**src/rtl/nd_2to1_arb.sv**
```systemverilog
// Merges messages from two 4-phase producers onto one 4-phase consumer channel, round-robin.
// Latency: producer ack 1 edge after req is sampled; output req 1 edge after the buffer fills.
// Backpressure: one-deep buffer per input; a full buffer holds its producer's req unacked until the output frees it.
module nd_2to1_arb #(
    parameter int ASZ        = 8,
    parameter int DSZ        = 8,
    parameter int RSZ        = 4,
    parameter int FIRST_PRIO = 0
) (
    input  logic           gch_clk,
    input  logic           gch_reset,
    output logic           gch_ready,
    input  logic           rcv0_req_in,
    output logic           rcv0_ack_out,
    input  logic [ASZ-1:0] rcv0_src,
    input  logic [ASZ-1:0] rcv0_dst,
    input  logic [DSZ-1:0] rcv0_dat,
    input  logic [RSZ-1:0] rcv0_red,
    input  logic           rcv1_req_in,
    output logic           rcv1_ack_out,
    input  logic [ASZ-1:0] rcv1_src,
    input  logic [ASZ-1:0] rcv1_dst,
    input  logic [DSZ-1:0] rcv1_dat,
    input  logic [RSZ-1:0] rcv1_red,
    output logic           snd0_req_out,
    input  logic           snd0_ack_in,
    output logic [ASZ-1:0] snd0_src,
    output logic [ASZ-1:0] snd0_dst,
    output logic [DSZ-1:0] snd0_dat,
    output logic [RSZ-1:0] snd0_red
);

    localparam int   MW        = 2 * ASZ + DSZ + RSZ;
    // last_grant starts on the input that does NOT have first priority
    localparam logic LAST_INIT = (FIRST_PRIO == 0) ? 1'b1 : 1'b0;

    typedef enum logic [1:0] {
        S_IDLE = 2'd0,
        S_SEND = 2'd1,
        S_DROP = 2'd2
    } state_t;

    state_t          r_state;
    state_t          w_state_nxt;
    logic            r_ready;
    logic [1:0]      r_ack;
    logic [1:0]      r_full;
    logic [MW-1:0]   r_buf0;
    logic [MW-1:0]   r_buf1;
    logic [MW-1:0]   r_snd_msg;
    logic            r_snd_req;
    logic            r_grant;
    logic            r_last;

    logic [1:0]      w_req;
    logic [MW-1:0]   w_msg0;
    logic [MW-1:0]   w_msg1;
    logic [1:0]      w_accept;
    logic [1:0]      w_release;
    logic            w_free;
    logic [1:0]      w_free_vec;
    logic            w_grant_vld;
    logic            w_grant_sel;

    assign w_req      = {rcv1_req_in, rcv0_req_in};
    assign w_msg0     = {rcv0_src, rcv0_dst, rcv0_dat, rcv0_red};
    assign w_msg1     = {rcv1_src, rcv1_dst, rcv1_dat, rcv1_red};

    // New accept needs req high, previous ack already dropped, and an empty buffer
    assign w_accept   = {2{r_ready}} & w_req & ~r_ack & ~r_full;
    assign w_release  = {2{r_ready}} & ~w_req & r_ack;

    // Consumer ack in SEND retires the granted buffer
    assign w_free     = r_ready & (r_state == S_SEND) & snd0_ack_in;
    assign w_free_vec = {w_free & r_grant, w_free & ~r_grant};

    // Both full: alternate away from the last served input; otherwise take whichever is full
    assign w_grant_vld = r_ready & (r_state == S_IDLE) & (|r_full);
    assign w_grant_sel = (&r_full) ? ~r_last : r_full[1];

    // Block becomes ready on the first edge after reset release
    always_ff @(posedge gch_clk or negedge gch_reset) begin
        if (!gch_reset) r_ready <= 1'b0;
        else            r_ready <= 1'b1;
    end

    // Per-input handshake and buffer occupancy
    always_ff @(posedge gch_clk or negedge gch_reset) begin
        if (!gch_reset) begin
            r_ack  <= 2'b00;
            r_full <= 2'b00;
        end else begin
            for (int k = 0; k < 2; k++) begin
                if (w_accept[k]) begin
                    r_full[k] <= 1'b1;
                    r_ack[k]  <= 1'b1;
                end else begin
                    if (w_free_vec[k]) r_full[k] <= 1'b0;
                    if (w_release[k])  r_ack[k]  <= 1'b0;
                end
            end
        end
    end

    // Message payload is captured only on the accept edge
    always_ff @(posedge gch_clk or negedge gch_reset) begin
        if (!gch_reset) begin
            r_buf0 <= '0;
            r_buf1 <= '0;
        end else begin
            if (w_accept[0]) r_buf0 <= w_msg0;
            if (w_accept[1]) r_buf1 <= w_msg1;
        end
    end

    // Output FSM state register
    always_ff @(posedge gch_clk or negedge gch_reset) begin
        if (!gch_reset) r_state <= S_IDLE;
        else            r_state <= w_state_nxt;
    end

    // Output FSM next state: IDLE grants, SEND waits ack high, DROP waits ack low
    always_comb begin
        w_state_nxt = r_state;
        case (r_state)
            S_IDLE:  if (w_grant_vld)                 w_state_nxt = S_SEND;
            S_SEND:  if (w_free)                      w_state_nxt = S_DROP;
            S_DROP:  if (r_ready && !snd0_ack_in)     w_state_nxt = S_IDLE;
            default:                                  w_state_nxt = S_IDLE;
        endcase
    end

    // Output message, request and round-robin history; payload only changes on a grant
    always_ff @(posedge gch_clk or negedge gch_reset) begin
        if (!gch_reset) begin
            r_snd_msg <= '0;
            r_snd_req <= 1'b0;
            r_grant   <= 1'b0;
            r_last    <= LAST_INIT;
        end else if (w_grant_vld) begin
            r_snd_msg <= w_grant_sel ? r_buf1 : r_buf0;
            r_snd_req <= 1'b1;
            r_grant   <= w_grant_sel;
        end else if (w_free) begin
            r_snd_req <= 1'b0;
            r_last    <= r_grant;
        end
    end

    assign gch_ready    = r_ready;
    assign rcv0_ack_out = r_ack[0];
    assign rcv1_ack_out = r_ack[1];
    assign snd0_req_out = r_snd_req;
    assign {snd0_src, snd0_dst, snd0_dat, snd0_red} = r_snd_msg;

endmodule
```
**config.mk**
```make
export PLATFORM = sky130hd
export DESIGN_NAME = nd_2to1_arb
export DESIGN_NICKNAME = d
export VERILOG_FILES = /design/src/rtl/nd_2to1_arb.sv
export SDC_FILE = /design/constraint.sdc
export NUM_CORES = 1
export LEC_CHECK = 0
export BUFFER_PORTS_ARGS = -buffer_cell sky130_fd_sc_hd__clkbuf_2
export CAP_MARGIN = 15
export CORE_MARGIN = 1
export CORE_UTILIZATION = 31
export CTS_CLUSTER_DIAMETER = 200
export CTS_CLUSTER_SIZE = 10
export DETAILED_ROUTE_END_ITERATION = 12
export PLACE_DENSITY_LB_ADDON = 0.25
export SKIP_CTS_REPAIR_TIMING = 1
export SLEW_MARGIN = 20
export SYNTH_ARGS = -nofsm -noshare
export SYNTH_HDL_FRONTEND = slang
export SYNTH_SLANG_ARGS = --single-unit
```
**constraint.sdc**
```tcl
create_clock -name gch_clk -period 1.9 [get_ports gch_clk]
set_clock_uncertainty 0.15 [all_clocks]
set_input_delay 0.095 -clock gch_clk [delete_from_list [all_inputs] [get_ports gch_clk]]
set_output_delay 0.095 -clock gch_clk [all_outputs]
set_load 0.03 [all_outputs]
```
==> results.tsv, run 1 <==
metric	value	unit
number of primary I/O pins	93	
final hold violations	0	
minimum setup slack among reg-to-reg paths	0.21	ns
unrepaired setup endpoints after global routing	no	
peak supply drop	0.600	mV
number of standard-cell rows in the floorplan	40	
Worst Setup Path Type	reg2reg	
reg2reg start	r_full[1]	
# DRC	0	
fraction of synthesized cell area taken by the top area cell type	59.9	%
clock tree sinks	94	
clock tree from TritonCTS	built	
dominant cell by count in the synthesized netlist	dfrtp_1	
routed via count	2779	
Final Max Slew Viols	0	
clock latency of the later-clocked register in the worst-skew pair	0.34	ns
CORE AREA	0.0121	mm2
total number of yosys warnings	0	
net count after synthesis	320	
Data required, critical path	1.97	ns
Total Routing Usage GR	14.4	%
fmax	593	MHz
endpoint type of the worst setup path	register	
share of post-route cells with drive strength above 1	40.5	%
overflow left after global routing	0	
net count of the finished layout	481	
antenna fix cells	0	
clock transition at the registers of the reported paths	0.06	ns
most frequently used flop master after synthesis	dfrtp_1	
clock buffer depth	2	
antenna violations before repair	0	
Synth Instances	259	
cell at the root of the clock tree	clkbuf_16	
number of flops mapped to enable cells by yosys	0	
largest area contributor in the synthesized netlist	dfrtp_1	
initial core utilization	32.1	%
FFs w/ async S/R, synth	100	%
number of buffers created by CTS	9	
average wire per cell in the routed design	15.5	um
Die Footprint	0.0130	mm2
outcome	finished clean	
Worst Hold Slack	0.0577	ns
Port Buffer Count	92	
worst setup path end	r_buf1[11]	
detailed-route vias per instance	4.69	
Setup Total Neg Slack	0	ns
die height	114	um
library cells used by synthesis	29	
Routed Wire Length	9170	um
launching instance or port of the critical path	r_full[1]	
number of flip-flops and latches in the synthesized netlist	94	
largest net degree at the start of global routing	48	
total power density per cell area	1580	mW/mm2
maximum fanout along the worst path	15	
mean area per synthesized cell	15.0	um2
final weighted congestion of routability-driven global placement	0.697	
x dimension of the die	114	um
final HPWL from detailed placement	6220	um
type of the most critical hold path	in2async	
most common library cells after synthesis	dfrtp_1, mux2_2, nand4b_1	
H-Tree Level Count	3	
iteration-0 DRC count of the detailed router	150	
top area cells in the synthesized netlist	dfrtp_1, mux2_2, o221a_1	
Detail Route Antenna Nets	0	
post-synthesis sequential area ratio	60.6	%
netlist area before placement	0.00388	mm2
CP Data Arrival Time	1.76	ns
number of detailed-routing iterations run before antenna repair	4	
CP Launch Type	register	
number of global-route vias before repair	2685	
maximum capacitance violations	0	
Tcrit/Tclk final	88.7	%
Tmin final	1.69	ns
Static Leakage	2.39	nW
growth of design area from synthesis to finish	41.4	%
first-pass GRT wire length	13900	um
end of the worst register-to-register path	r_buf1[11]	
FF-to-FF path depth	3	
Setup Viol. Count Final	0	
[worst min-delay path by stage]
stage          startpoint   endpoint  slack, ns  cells after the start
5_1_grt         gch_reset  r_buf1[3]       0.09                      2
4_1_cts         gch_reset  r_buf1[5]      -0.47                      1
2_1_floorplan   gch_reset  gch_ready      -0.35                      0
6_report        gch_reset  r_buf1[5]       0.06                      2
3_3_place_gp    gch_reset  r_buf1[5]      -0.11                      1
3_5_place_dp    gch_reset  r_buf1[5]      -0.10                      1
[stage by stage]
step           util [%]  area (um2)  cells  total power [mW]  worst slack (ns)
2_1_floorplan         -        3880    259              5.86            0.0624
3_3_place_gp       38.0        4610    517              6.83             0.222
3_5_place_dp       38.0        4610    517              6.93             0.121
4_1_cts            40.4        4890    533              8.71             0.101
5_1_grt            45.4        5490    593              9.22             0.103
6_report           45.4        5490    593              8.67             0.215
[power breakdown]
group          switching, mW  internal, mW  total [mW]
clock                  0.717          1.02        1.74
combinational           1.78          1.57        3.35
sequential             0.570          3.02        3.59
total                   3.07          5.60        8.67
[registers in the layout, summed over array words and instances, names as in the netlist, 2 cells and up]
signal,cells
r_ack,2
r_buf0,28
r_buf1,28
r_snd_msg,28
r_full,2
r_state,2
[kinds of logic (layout without fill, tap and decap cells)]
family	count (synthesis)	after routing	share of synthesized area (%)
flip-flops	94	94	60.6
buffers and inverters	28	194	4.25
multiplexers	56	56	16.2
AO/OA/AOI/OAI	40	40	10.0
other	1	1	0.0965
AND/OR/NAND/NOR	40	40	8.79
[routing by layer]
metal	global-route usage [%]	wire length, um	vias up
met4	4.68	76	0
met3	5.05	409	5
met2	23.2	4620	55
li1	-	-	1312
met5	0	0	-
met1	18.1	4060	1407
[layout make-up]
type | count | area, um2
multi-input cells | 137 | 1380
repair buffers | 172 | 1240
fillers | 1147 | 6620
well taps | 168 | 210
inverters | 6 | 22.5
clock buffers | 12 | 236
clock inverters | 4 | 48.8
flip-flops and latches | 94 | 2350
[layout by cell type, fill, tap and decap left out, types with 2 or more instances in the layout]
cell           instances
buf_4                 19
o221a_1               27
clkbuf_2              91
dlygate4sd3_1         60
nand4b_1              29
clkinv_2               2
o21ai_0                3
mux2_2                38
nand2_1                3
dfrtp_1               92
clkbuf_1               3
inv_1                  4
clkbuf_16              9
inv_2                  2
a21oi_1                4
buf_12                 2
mux2_1                18
nand2b_1               3
[worst max-delay path: stages, from the launching register on]
cell,delay (ns)
dfrtp_1,0.42
and4bb_2,0.35
buf_4,0.26
mux2_2,0.37
No activity file was read; power rests on OpenSTA's default activity.
==> run 2, diff against run 1 <==
==> constraint.sdc (replaced) <==
create_clock -name gch_clk -period 1.9 [get_ports gch_clk]
set_clock_uncertainty 0.15 [all_clocks]
set_input_delay 0.19 -clock gch_clk [delete_from_list [all_inputs] [get_ports gch_clk]]
set_output_delay 0.19 -clock gch_clk [all_outputs]
set_load 0.03 [all_outputs]
==> results.tsv, run 2 (synthesized netlist as in run 1, its figures left out) <==
metric	value	unit	change
final HPWL from detailed placement	6230	um	was 6220 um
final hold violations	0		unchanged
number of non-filler instances in the completed layout	591		was 593
clock tree sinks	94		unchanged
outcome	finished clean		unchanged
net count of the finished layout	479		was 481
Port Buffer Count	92		unchanged
most frequent standard cell in the layout excluding fill and tap cells	dfrtp_1		unchanged
type of the most critical hold path	in2reg		was in2async
worst-case hold path end point	r_state[1]		
peak supply drop	0.732	mV	was 0.600 mV
portion of total power attributed to sequential cells	40.6	%	was 41.4%
Tmin final	1.77	ns	was 1.69 ns
final weighted congestion of routability-driven global placement	0.669		was 0.697
Switch Pwr	3.11	mW	was 3.07 mW
largest net degree at the start of global routing	43		was 48
reg2reg start	gch_ready		was r_full[1]
number of filler instances in the final layout	1164		was 1147
Detail Route Antenna Nets	0		unchanged
Inst Count DP	516		was 517
antenna fix cells	0		unchanged
clock transition at the registers of the reported paths	0.07	ns	was 0.06 ns
share of power burned in the clock network	21.0	%	was 20.0%
Met1 Wirelength	4210	um	was 4060 um
share of post-route cells with drive strength above 1	40.7	%	was 40.5%
number of primary I/O pins	93		unchanged
iteration-0 DRC count of the detailed router	92		was 150
buffers plus inverters on the worst setup path	1		unchanged
detailed-route vias per instance	4.69		about the same
CP Data Arrival Time	1.90	ns	was 1.76 ns
FF-to-FF path depth	4		was 3
CORE AREA	0.0121	mm2	unchanged
x dimension of the die	114	um	unchanged
endpoint type of the worst setup path	register		unchanged
number of standard-cell rows in the floorplan	40		unchanged
Data required, critical path	2.03	ns	was 1.97 ns
maximum single-stage delay on the critical path	0.52	ns	was 0.42 ns
internal power	5.71	mW	was 5.60 mW
Static Leakage	2.40	nW	was 2.39 nW
number of global-route vias before repair	2658		was 2685
Tcrit/Tclk final	93.1	%	was 88.7%
growth of design area from synthesis to finish	42.2	%	was 41.4%
biggest regs	r_buf0 (28), r_buf1 (28), r_snd_msg (28)		unchanged
combinational fraction of design power	38.4	%	was 38.6%
Hold Path Origin	snd0_ack_in		
Crit-path slowest cell	dfrtp_1		unchanged
Setup Viol. Count Final	0		unchanged
minimum setup slack among reg-to-reg paths	0.13	ns	was 0.21 ns
fmax	565	MHz	was 593 MHz
cell-by-cell trace of the critical path	nor3b_4 > a21boi_4 > buf_4 > o221a_1		was and4bb_2 > buf_4 > mux2_2
clock latency of the later-clocked register in the worst-skew pair	0.35	ns	was 0.34 ns
clock tree from TritonCTS	built		unchanged
die height	114	um	unchanged
maximum capacitance violations	0		unchanged
CP Launch Type	register		unchanged
antenna violations before repair	0		unchanged
total power density per cell area	1600	mW/mm2	was 1580 mW/mm2
maximum fanout along the worst path	14		was 15
Worst Setup Path Type	reg2reg		unchanged
cell at the root of the clock tree	clkbuf_16		unchanged
unrepaired setup endpoints after global routing	no		unchanged
commonest cells after routing, fill and taps aside	dfrtp_1, clkbuf_2, dlygate4sd3_1, mux2_2, nand4b_1		unchanged
met2 routed wirelength	4400	um	was 4620 um
number of buffers created by CTS	9		unchanged
uppermost routed layer	met4		unchanged
number of detailed-routing iterations run before antenna repair	4		unchanged
clock buffer depth	2		unchanged
Setup Total Neg Slack	0	ns	unchanged
# DRC	0		unchanged
first-pass GRT wire length	14100	um	was 13900 um
routed via count	2771		was 2779
average wire per cell in the routed design	15.5	um	about the same
Sw Share	35.3	%	was 35.4%
H-Tree Level Count	3		unchanged
Routed Wire Length	9180	um	was 9170 um
Total Routing Usage GR	14.8	%	was 14.4%
overflow left after global routing	0		unchanged
cell family contributing the most delay on the critical path	flip-flops		unchanged
Die Footprint	0.0130	mm2	unchanged
Final Max Slew Viols	0		unchanged
end of the worst register-to-register path	r_snd_msg[6]		was r_buf1[11]
Cells on Worst Hold Path	3		
initial core utilization	32.1	%	unchanged
detailed-routed wire length on met3	386	um	was 409 um
run 2: cell count changes in the layout (fill, tap and decap cells not counted):
cell / change
buf_12: +2
buf_4: -3
clkbuf_1: -2
clkbuf_8: +2
clkinv_2: -1
dfrtp_1: +1
dfrtp_2: -1
dlygate4sd3_1: -1
inv_6: +1
run 2: worst max path at each step:
| stage | from | to | slack (ns) | cells past startpoint |
|---|---|---|---|---|
| after floorplan | gch_ready | r_buf0[18] | 0.06 | 5 |
| after global placement | gch_ready | r_snd_msg[27] | 0.23 | 4 |
| after detailed placement | gch_ready | r_snd_msg[2] | 0.13 | 4 |
| after CTS | gch_ready | r_snd_msg[6] | 0.11 | 4 |
| after global routing | gch_ready | r_snd_msg[6] | 0.01 | 4 |
| final | gch_ready | r_snd_msg[6] | 0.13 | 4 |
run 2: final cells by class:
| cell class | instances | area (um2) | area share, % |
|---|---|---|---|
| flip-flops and latches | 94 | 2350 | 42.6 |
| clock buffers | 12 | 256 | 4.64 |
| multi-input cells | 137 | 1380 | 25.0 |
| clock inverters | 4 | 52.6 | 0.951 |
| inverters | 6 | 22.5 | 0.408 |
| well taps | 168 | 210 | 3.81 |
| repair buffers | 170 | 1250 | 22.6 |
run 2: worst register-to-register path, cell delays in order, from the launching register on:
cell	delay, ns
dfrtp_1	0.52
nor3b_4	0.33
a21boi_4	0.24
buf_4	0.24
o221a_1	0.22
run 2: per-layer routing:
layer	GRT usage, %	up-vias
li1	-	1308
met2	23.1	57
met5	0	-
met4	6.15	0
met1	18.7	1394
met3	5.05	12
run 2: power groups by stage:
stage	clock network, mW	logic (mW)	registers [mW]
finish	1.85	3.39	3.58
global route	1.98	3.65	3.72
CTS	1.89	3.35	3.60
global placement	0	3.27	3.60
floorplan	0	1.75	4.10
detailed placement	0	3.36	3.62
run 2: per-stage QoR:
stage	instance area, um2	hold slack (ns)	worst slack, ns	utilization, %	power (mW)
finish	5520	0.0141	0.130	45.6	8.82
global route	5520	0.0319	0.00980	45.6	9.35
CTS	4930	-0.373	0.106	40.7	8.84
detailed placement	4620	-0.00191	0.132	38.2	6.98
global placement	4620	-0.0124	0.229	38.2	6.87
floorplan	3880	-0.256	0.0624	-	5.86
==> run 3, diff against run 2 <==
SETUP_SLACK_MARGIN = 0.3   (was default)
==> results.tsv, run 3 (synthesized netlist as in run 1, its figures left out) <==
metric	value	unit	change
most frequent standard cell in the layout excluding fill and tap cells	clkbuf_2		was dfrtp_1
routed via count	2850		was 2771
worst setup path end	r_buf0[25]		was r_snd_msg[6]
internal power	6.10	mW	was 5.71 mW
number of non-filler instances in the completed layout	605		was 591
Detail Route Antenna Nets	0		unchanged
number of global-route vias before repair	2777		was 2658
antenna fix cells	0		unchanged
Worst Setup Path Type	reg2reg		unchanged
number of filler instances in the final layout	1102		was 1164
total power after layout	9.35	mW	was 8.82 mW
number of detailed-routing iterations run before antenna repair	4		unchanged
launching instance or port of the critical path	r_ack[0]		was gch_ready
Crit-path slowest cell	dfrtp_2		was dfrtp_1
Total Routing Usage GR	15.5	%	was 14.8%
first-pass GRT wire length	14900	um	was 14100 um
maximum single-stage delay on the critical path	0.43	ns	was 0.52 ns
fmax	606	MHz	was 565 MHz
Tcrit/Tclk final	86.9	%	was 93.1%
Setup Viol. Count Final	0		unchanged
number of buffers created by CTS	9		unchanged
Routed Wire Length	10100	um	was 9180 um
clock transition at the registers of the reported paths	0.06	ns	was 0.07 ns
clock tree from TritonCTS	built		unchanged
type of the most critical hold path	in2reg		unchanged
cell-by-cell trace of the critical path	nor4b_4 > buf_6 > buf_8 > mux2_4		was nor3b_4 > a21boi_4 > buf_4 > o221a_1
combinational fraction of design power	41.4	%	was 38.4%
detailed-route vias per instance	4.71		was 4.69
Static Leakage	2.58	nW	was 2.40 nW
end of the worst register-to-register path	r_buf0[25]		was r_snd_msg[6]
iteration-0 DRC count of the detailed router	96		was 92
Sw Share	34.7	%	was 35.3%
clock latency of the later-clocked register in the worst-skew pair	0.35	ns	about the same
number of primary I/O pins	93		unchanged
# DRC	0		unchanged
Data required, critical path	1.98	ns	was 2.03 ns
outcome	finished clean		unchanged
unrepaired setup endpoints after global routing	yes		was no
area occupied by multi-input gates	0.00151	mm2	was 0.00138 mm2
largest net degree at the start of global routing	35		was 43
clock tree sinks	94		unchanged
reg2reg start	r_ack[0]		was gch_ready
average wire per cell in the routed design	16.6	um	was 15.5 um
x dimension of the die	114	um	unchanged
commonest cells after routing, fill and taps aside	clkbuf_2, dfrtp_1, dlygate4sd3_1, mux2_4, nand4b_1		was dfrtp_1, clkbuf_2, dlygate4sd3_1, mux2_2, nand4b_1
minimum setup slack among reg-to-reg paths	0.25	ns	was 0.13 ns
CORE AREA	0.0121	mm2	unchanged
endpoint type of the worst setup path	register		unchanged
overflow left after global routing	0		unchanged
maximum fanout along the worst path	9		was 14
Inst Count DP	516		unchanged
H-Tree Level Count	3		unchanged
share of power burned in the clock network	19.7	%	was 21.0%
Tmin final	1.65	ns	was 1.77 ns
number of standard-cell rows in the floorplan	40		unchanged
die height	114	um	unchanged
total power density per cell area	1610	mW/mm2	was 1600 mW/mm2
Switch Pwr	3.25	mW	was 3.11 mW
final hold violations	0		unchanged
initial core utilization	32.1	%	unchanged
end-of-flow core utilization	48.1	%	was 45.6%
area used by sequential logic in the layout	0.00236	mm2	was 0.00235 mm2
antenna violations before repair	0		unchanged
maximum capacitance violations	0		unchanged
FF-to-FF path depth	4		unchanged
CP Data Arrival Time	1.73	ns	was 1.90 ns
Final Max Slew Viols	0		unchanged
Port Buffer Count	92		unchanged
final HPWL from detailed placement	6460	um	was 6230 um
biggest regs	r_buf0 (28), r_buf1 (28), r_snd_msg (28)		unchanged
clock buffer depth	2		unchanged
net count of the finished layout	493		was 479
Die Footprint	0.0130	mm2	unchanged
final weighted congestion of routability-driven global placement	0.728		was 0.669
CP Launch Type	register		unchanged
share of post-route cells with drive strength above 1	47.1	%	was 40.7%
Setup Total Neg Slack	0	ns	unchanged
cell at the root of the clock tree	clkbuf_16		unchanged
growth of design area from synthesis to finish	49.8	%	was 42.2%
portion of total power attributed to sequential cells	38.8	%	was 40.6%
peak supply drop	0.691	mV	was 0.732 mV
## run 3: changes by cell type in the layout (fill, tap and decap cells not counted), sizes merged
cell and change:
clkbuf +2, clkinv -1, buf +13
## run 3: cell type report
type / instances / area share (%)
clock buffers: 13 / 4.47
clock inverters: 3 / 0.752
inverters: 6 / 0.387
multi-input cells: 137 / 26.0
flip-flops and latches: 94 / 40.5
well taps: 168 / 3.61
repair buffers: 184 / 24.3
## run 3: how the worst min path moves through the flow
stage                 from  slack, ns          to  cells after the start
2_1_floorplan    gch_reset      -0.26   gch_ready                      0
3_3_place_gp     gch_reset      0.006    r_ack[1]                      1
3_5_place_dp     gch_reset       0.01    r_ack[1]                      1
4_1_cts          gch_reset      -0.37  r_buf1[16]                      1
5_1_grt        snd0_ack_in       0.06  r_state[0]                      3
6_report       snd0_ack_in       0.02  r_state[1]                      3
## run 3: power groups by stage
stage	sequential (mW)	combinational, mW	clock (mW)
2_1_floorplan	4.13	1.97	0
6_report	3.63	3.87	1.84
3_5_place_dp	3.65	3.51	0
4_1_cts	3.63	3.51	1.90
3_3_place_gp	3.63	3.41	0
5_1_grt	3.75	4.16	1.97
## run 3: stage by stage
stage / hold WS [ns] / instance area (um2) / setup slack [ns]
after floorplan: -0.256 / 4010 / 0.217
after global placement: 0.00562 / 4700 / 0.238
after detailed placement: 0.0101 / 4700 / 0.191
after CTS: -0.366 / 5000 / 0.171
after global routing: 0.0615 / 5820 / 0.185
final: 0.0240 / 5820 / 0.250
## run 3: critical path: cells and delay by family (launching register included)
family	cells	cell delay, ns
muxes	1	0.31
buffers and inverters	2	0.34
DFF	1	0.43
and+or+nand+nor	1	0.30
## run 3: per-layer routing
layer,up-vias,wire length [um],GRT usage (%)
met2,69,4850,24.5
met4,0,278,7.88
met3,21,411,4.78
met1,1433,4520,19.2
met5,-,0,0
li1,1327,-,-
